$ cat config.mk
export PLATFORM = sky130hd
export DESIGN_NAME = hdmi_axi_reader_flat
export DESIGN_NICKNAME = d
export VERILOG_FILES = /design/src/rtl/hdmi_axi_reader_if.sv /design/src/rtl/hdmi_axi_reader.sv /design/src/flat_wrapper.sv
export SDC_FILE = /design/constraint.sdc
export NUM_CORES = 1
export LEC_CHECK = 0
export ABC_AREA = 1
export CAP_MARGIN = 20
export CORE_UTILIZATION = 42
export DETAILED_ROUTE_END_ITERATION = 10
export PLACE_DENSITY = 0.7
export SKIP_LAST_GASP = 1
export SLEW_MARGIN = 20
export SYNTH_ARGS = -nofsm -noshare
export SYNTH_HDL_FRONTEND = slang
export SYNTH_SLANG_ARGS = --single-unit
$ cat constraint.sdc
create_clock -name clk -period 8.8 [get_ports clk]
set_input_delay 2.2 -clock clk [delete_from_list [all_inputs] [get_ports clk]]
set_output_delay 2.2 -clock clk [all_outputs]
set_load 0.02 [all_outputs]
$ cat src/rtl/hdmi_axi_reader_if.sv
`default_nettype none
// ============================================================================
// Module      : hdmi_axi_reader_if
// Description : Command, AXI4 read channel and pixel FIFO signals of the
//               HDMI AXI read master, bundled for the port list.
// Revision    : 1.0 - initial release
// ============================================================================
interface hdmi_axi_reader_if;
    logic        kick;
    logic [31:0] read_addr;
    logic [31:0] read_num;
    logic        busy;

    logic [31:0] m_axi_araddr;
    logic [7:0]  m_axi_arlen;
    logic [2:0]  m_axi_arsize;
    logic [1:0]  m_axi_arburst;
    logic        m_axi_arvalid;
    logic        m_axi_arready;
    logic [31:0] m_axi_rdata;
    logic [1:0]  m_axi_rresp;
    logic        m_axi_rlast;
    logic        m_axi_rvalid;
    logic        m_axi_rready;

    logic        fifo_wr;
    logic [31:0] fifo_din;
    logic        fifo_full;
    logic        rd_err;

    // master: the read engine; slave: the environment around it
    modport master (
        input  kick, read_addr, read_num,
        output busy,
        output m_axi_araddr, m_axi_arlen, m_axi_arsize, m_axi_arburst, m_axi_arvalid,
        input  m_axi_arready,
        input  m_axi_rdata, m_axi_rresp, m_axi_rlast, m_axi_rvalid,
        output m_axi_rready,
        output fifo_wr, fifo_din,
        input  fifo_full,
        output rd_err
    );

    modport slave (
        output kick, read_addr, read_num,
        input  busy,
        input  m_axi_araddr, m_axi_arlen, m_axi_arsize, m_axi_arburst, m_axi_arvalid,
        output m_axi_arready,
        output m_axi_rdata, m_axi_rresp, m_axi_rlast, m_axi_rvalid,
        input  m_axi_rready,
        input  fifo_wr, fifo_din,
        output fifo_full,
        input  rd_err
    );
endinterface
`default_nettype wire

$ cat src/rtl/hdmi_axi_reader.sv
`default_nettype none
// ============================================================================
// Module      : hdmi_axi_reader
// Description : AXI4 read master splitting one line-prefetch command into
//               INCR bursts (<= MAX_BURST beats, no 4 KB crossing) and
//               streaming the returned words into the pixel FIFO.
//               Optional macro HDMI_AXI_RD_ERR_EN enables the rd_err monitor.
// Revision    : 1.0 - initial release
// ============================================================================
module hdmi_axi_reader #(
    parameter logic [31:0] ADDR_BASE = 32'h0000_0000,
    parameter int          MAX_BURST = 64
) (
    input  wire logic           clk,
    input  wire logic           rst_n,
    hdmi_axi_reader_if.master   bus
);

    typedef enum logic [2:0] {
        S_IDLE = 3'd0,
        S_CALC = 3'd1,
        S_AR   = 3'd2,
        S_DATA = 3'd3,
        S_DONE = 3'd4
    } state_t;

    localparam logic [31:0] c_max_burst = 32'(MAX_BURST);

    state_t      r_state;
    state_t      w_state_nxt;
    logic [31:0] r_addr;
    logic [31:0] r_remain;
    logic [31:0] r_araddr;
    logic [7:0]  r_arlen;
    logic [8:0]  r_beat_cnt;
    logic        r_rd_err;

    logic [12:0] w_bytes_to_4k;
    logic [31:0] w_words_to_4k;
    logic [31:0] w_beats;
    logic [31:0] w_beats_m1;
    logic        w_arvalid;
    logic        w_rready;
    logic        w_accept;
    logic        w_last_beat;

    // Addresses are word aligned, so the byte distance divides exactly by 4
    assign w_bytes_to_4k = 13'h1000 - {1'b0, r_addr[11:0]};
    assign w_words_to_4k = {21'd0, w_bytes_to_4k[12:2]};
    assign w_beats_m1    = w_beats - 32'd1;
    assign w_last_beat   = (r_beat_cnt == 9'd1);

    always_comb begin
        w_beats = r_remain;
        if (w_beats > c_max_burst)   w_beats = c_max_burst;
        if (w_beats > w_words_to_4k) w_beats = w_words_to_4k;
    end

    always_ff @(posedge clk or negedge rst_n) begin
        if (!rst_n) r_state <= S_IDLE;
        else        r_state <= w_state_nxt;
    end

    always_comb begin
        w_state_nxt = r_state;
        w_arvalid   = 1'b0;
        w_rready    = 1'b0;
        w_accept    = 1'b0;
        case (r_state)
            S_IDLE: if (bus.kick) w_state_nxt = S_CALC;
            S_CALC: w_state_nxt = (r_remain == 32'd0) ? S_DONE : S_AR;
            S_AR: begin
                w_arvalid = 1'b1;
                if (bus.m_axi_arready) w_state_nxt = S_DATA;
            end
            S_DATA: begin
                w_rready = !bus.fifo_full;
                w_accept = bus.m_axi_rvalid && !bus.fifo_full;
                if (w_accept && w_last_beat)
                    w_state_nxt = (r_remain == 32'd1) ? S_DONE : S_CALC;
            end
            S_DONE:  w_state_nxt = S_IDLE;
            default: w_state_nxt = S_IDLE;
        endcase
    end

    always_ff @(posedge clk or negedge rst_n) begin
        if (!rst_n) begin
            r_addr     <= 32'd0;
            r_remain   <= 32'd0;
            r_araddr   <= 32'd0;
            r_arlen    <= 8'd0;
            r_beat_cnt <= 9'd0;
        end else begin
            if (r_state == S_IDLE && bus.kick) begin
                r_addr   <= ADDR_BASE + {bus.read_addr[31:2], 2'b00};
                r_remain <= bus.read_num;
            end
            if (r_state == S_CALC && r_remain != 32'd0) begin
                r_araddr   <= r_addr;
                r_arlen    <= w_beats_m1[7:0];
                r_beat_cnt <= w_beats[8:0];
            end
            if (w_accept) begin
                r_beat_cnt <= r_beat_cnt - 9'd1;
                r_remain   <= r_remain - 32'd1;
                r_addr     <= r_addr + 32'd4;
            end
        end
    end

`ifdef HDMI_AXI_RD_ERR_EN
    // Error response or rlast out of step with our own beat count
    always_ff @(posedge clk or negedge rst_n) begin
        if (!rst_n)
            r_rd_err <= 1'b0;
        else if (w_accept && (bus.m_axi_rresp[1] || (bus.m_axi_rlast != w_last_beat)))
            r_rd_err <= 1'b1;
    end
    wire w_unused = ^{bus.read_addr[1:0], w_beats_m1[31:8], w_beats[31:9], bus.m_axi_rresp[0]};
`else
    assign r_rd_err = 1'b0;
    wire w_unused = ^{bus.read_addr[1:0], w_beats_m1[31:8], w_beats[31:9],
                      bus.m_axi_rresp, bus.m_axi_rlast};
`endif

    assign bus.busy          = (r_state != S_IDLE);
    assign bus.m_axi_araddr  = r_araddr;
    assign bus.m_axi_arlen   = r_arlen;
    assign bus.m_axi_arsize  = 3'b010;
    assign bus.m_axi_arburst = 2'b01;
    assign bus.m_axi_arvalid = w_arvalid;
    assign bus.m_axi_rready  = w_rready;
    assign bus.fifo_wr       = w_accept;
    assign bus.fifo_din      = bus.m_axi_rdata;
    assign bus.rd_err        = r_rd_err;

endmodule
`default_nettype wire

$ cat src/flat_wrapper.sv
// flat-port wrapper written by rule: the top's interface ports become plain ports
module hdmi_axi_reader_flat 
#(
    parameter logic [31:0] ADDR_BASE = 32'h0000_0000,
    parameter int          MAX_BURST = 64
)
  (clk, rst_n, bus_kick, bus_read_addr, bus_read_num, bus_busy, bus_m_axi_araddr, bus_m_axi_arlen, bus_m_axi_arsize, bus_m_axi_arburst, bus_m_axi_arvalid, bus_m_axi_arready, bus_m_axi_rdata, bus_m_axi_rresp, bus_m_axi_rlast, bus_m_axi_rvalid, bus_m_axi_rready, bus_fifo_wr, bus_fifo_din, bus_fifo_full, bus_rd_err);
  hdmi_axi_reader_if bus_i ();
  input  wire logic clk;
  input  wire logic rst_n;
  input wire logic [$bits(bus_i.kick)-1:0] bus_kick;
  input wire logic [$bits(bus_i.read_addr)-1:0] bus_read_addr;
  input wire logic [$bits(bus_i.read_num)-1:0] bus_read_num;
  output wire logic [$bits(bus_i.busy)-1:0] bus_busy;
  output wire logic [$bits(bus_i.m_axi_araddr)-1:0] bus_m_axi_araddr;
  output wire logic [$bits(bus_i.m_axi_arlen)-1:0] bus_m_axi_arlen;
  output wire logic [$bits(bus_i.m_axi_arsize)-1:0] bus_m_axi_arsize;
  output wire logic [$bits(bus_i.m_axi_arburst)-1:0] bus_m_axi_arburst;
  output wire logic [$bits(bus_i.m_axi_arvalid)-1:0] bus_m_axi_arvalid;
  input wire logic [$bits(bus_i.m_axi_arready)-1:0] bus_m_axi_arready;
  input wire logic [$bits(bus_i.m_axi_rdata)-1:0] bus_m_axi_rdata;
  input wire logic [$bits(bus_i.m_axi_rresp)-1:0] bus_m_axi_rresp;
  input wire logic [$bits(bus_i.m_axi_rlast)-1:0] bus_m_axi_rlast;
  input wire logic [$bits(bus_i.m_axi_rvalid)-1:0] bus_m_axi_rvalid;
  output wire logic [$bits(bus_i.m_axi_rready)-1:0] bus_m_axi_rready;
  output wire logic [$bits(bus_i.fifo_wr)-1:0] bus_fifo_wr;
  output wire logic [$bits(bus_i.fifo_din)-1:0] bus_fifo_din;
  input wire logic [$bits(bus_i.fifo_full)-1:0] bus_fifo_full;
  output wire logic [$bits(bus_i.rd_err)-1:0] bus_rd_err;
  assign bus_i.kick = bus_kick;
  assign bus_i.read_addr = bus_read_addr;
  assign bus_i.read_num = bus_read_num;
  assign bus_busy = bus_i.busy;
  assign bus_m_axi_araddr = bus_i.m_axi_araddr;
  assign bus_m_axi_arlen = bus_i.m_axi_arlen;
  assign bus_m_axi_arsize = bus_i.m_axi_arsize;
  assign bus_m_axi_arburst = bus_i.m_axi_arburst;
  assign bus_m_axi_arvalid = bus_i.m_axi_arvalid;
  assign bus_i.m_axi_arready = bus_m_axi_arready;
  assign bus_i.m_axi_rdata = bus_m_axi_rdata;
  assign bus_i.m_axi_rresp = bus_m_axi_rresp;
  assign bus_i.m_axi_rlast = bus_m_axi_rlast;
  assign bus_i.m_axi_rvalid = bus_m_axi_rvalid;
  assign bus_m_axi_rready = bus_i.m_axi_rready;
  assign bus_fifo_wr = bus_i.fifo_wr;
  assign bus_fifo_din = bus_i.fifo_din;
  assign bus_i.fifo_full = bus_fifo_full;
  assign bus_rd_err = bus_i.rd_err;
  hdmi_axi_reader #(.ADDR_BASE(ADDR_BASE), .MAX_BURST(MAX_BURST)) u_core (.clk(clk), .rst_n(rst_n), .bus(bus_i));
endmodule
==> impl_metrics.toml <==
[place]
port_buffers = 109
place_inst = 1305
gp_congestion = 0.928
dp_hpwl_mm = 15.0

[sta]
finalCritPeriodShare_pct = 66.1
fin_tns_setup_ps = 0
slew_headroom_pct = 42.4
setup_violations = 0
skew_ps = 8.59
rsz0062_at_grt = "no"
min_period_ps = 5820
hold_viol_final = 0
slew_violations = 0
fmax_mhz = 172
tightest_slew_ps = 862
holdWs_ps = 487

[critical_path]
critPathLaunchType = "primary input"
arrival_ps = 3620
endpoint_kind = "output pin"
reg2reg_slack_ps = 5000
r2r-start = "u_core.r_remain[17]"
cp.required_ps = 6600
ff2ff_path_depth = 22
crit_fanout = 2
worstSetupPathType = "primary input to output pin"
reg2reg_to = "u_core.bus.m_axi_arlen[6]"

[final_layout]
final_common_cell = "nand2_1"
layout.cells.non_filler = 1321
final_cell_mix = "234 x nand2_1, 112 x dfrtp_1, 108 x clkdlybuf4s50_1"
fill_cells = 1710
diodes = 0
multi_input_area_um2 = 3930
fin_util_pct = 50.9
seqCellArea_um2 = 2800
drive_gt1_share_pct = 8.21
fin_nets = 1216
syn_to_final_growth_pct = 17.1

[min_path]
hold_depth = 2
min_from = "u_core.bus.m_axi_araddr[8]"
min_to = "u_core.bus.m_axi_araddr[8]"
hold_path_class = "register to register"

[yosys]
synthesis.area_um2 = 7590
syn_avg_cell_area_um2 = 7.39
synth-seq-area-share_pct = 36.9
synth_cells = 1028
ys_ff_latch = 112
ys_types = 51
yosys_warnings = 0

[floorplanning]
rows = 48
dieWidth_um = 136
core_area_um2 = 17500
io_pins = 187
fp.dieH_um = 136
start_util_pct = 43.4
dieArea_um2 = 18600

[global_routing]
antenna_found_initial = 0
grt_max_degree = 78
grt_pass1_vias = 6702
grt_usage_pct = 23.1
grt_pass1_wl_mm = 33.4
overflow = 0

[detailed_routing]
via_count = 7004
viasPerCell = 5.30
drt_first_iter_violations = 562
drt-wirelength-per-cell_um = 15.3
drc = 0
drtAntennaViolNets = 0
routed_wl_mm = 20.3
dr.pass1.iters = 5

[pwr]
vdd_drop_max_uv = 172
p_total_mw = 2.93
powerDensity_nw_per_um2 = 330
p_leak_nw = 3.90

[clock_tree]
clk_pin_slew_worst_paths_ps = 70
insertion_delay_ps = 370
postCtsResizedCells = 0
cts_setup_buffers = 0
cts_sinks = 112
cts_root_buffer = "clkbuf_16"
cts_buffer_depth = 2
cts_buffers = 9
hold_buffers = 0
cts.htree.levels = 3
cts_tree = "yes"

[flow_run]
max_cap_viol_count = 0

[status]
status = "finished clean"
[per-stage QoR]
step	instance area, um2	setup WS, ps
finish	8890	2980
global route	8890	2920
CTS	8890	2950
detailed placement	8590	2960
global placement	8590	2950
floorplan	7630	3660
[cell families after synthesis]
kind of cell / share of synthesized area [%]
simple gates: 30.8
compound gates: 13.7
flops: 36.9
fa+ha+maj: 3.30
other cells: 0.0989
buf+inv: 11.8
xor+xnor: 3.34
[state kept, by name, summed over array words and instances (netlist names)]
name and count:
u_core.r_remain 32, u_core.bus.m_axi_araddr 30, u_core.r_addr 30, u_core.r_beat_cnt 9, u_core.bus.m_axi_arlen 8, u_core.r_state 3
[cells in the mapped netlist (all sizes together)]
cell	number	area (um2)
nand2	246	958
xor2	28	245
nor2	115	510
a31oi	1	6.26
dfrtp	112	2800
inv	117	439
nor3	26	171
o31ai	2	15.0
conb	2	7.51
o211ai	32	245
a21oi	24	124
nand3	75	405
nor4	14	100
a221oi	1	8.76
ha	20	250
xnor2	1	8.76
a21o	2	15.0
o311ai	2	17.5
buf	61	412
clkinv	2	7.51
a32oi	3	26.3
nand4	17	113
o21ai	75	379
or2	8	50.1
o21a	1	7.51
nand3b	4	30.0
clkbuf	11	41.3
o22ai	11	68.8
a22oi	1	7.51
a21boi	2	15.0
o221ai	12	105
[per-layer routing]
layer / GRT usage (%) / wire (um) / share of wire [%] / up-vias
met4: 7.22 / 367 / 1.8 / 0
met1: 31.7 / 9580 / 47 / 3290
li1: - / - / - / 3487
met3: 4.62 / 1080 / 5.3 / 23
met2: 36.5 / 9240 / 46 / 204
met5: 0 / 0 / 0 / -
[report_power, final]
part	internal (mW)	switching [mW]
sequential	0.757	0.222
clock	0.225	0.210
combinational	0.569	0.948
total	1.55	1.38
[critical path, cell delays in order]
cell,delay (ps)
clkdlybuf4s50_1,410
inv_1,60
nand2_1,100
nor2_4,210
clkdlybuf4s50_1,640
[final cells by class]
| class | count | area share, % |
|---|---|---|
| Clock buffer | 9 | 2.53 |
| Clock inverter | 7 | 0.873 |
| Inverter | 119 | 5.03 |
| Multi-Input combinational cell | 735 | 44.2 |
| Sequential cell | 112 | 31.5 |
| Tap cell | 225 | 3.17 |
| Timing Repair Buffer | 114 | 12.7 |
[worst max-delay path by stage]
stage / start / to / depth (start not counted) / slack [ps]
final: bus_fifo_full / bus_fifo_wr / 5 / 2980
after global routing: bus_fifo_full / bus_fifo_wr / 5 / 2920
after CTS: bus_fifo_full / bus_fifo_wr / 5 / 2950
after detailed placement: bus_fifo_full / bus_fifo_wr / 5 / 2960
after global placement: bus_fifo_full / bus_fifo_wr / 5 / 2950
after floorplan: bus_fifo_full / bus_fifo_wr / 5 / 3660
Note: power is estimated with default switching activity, not from simulation.
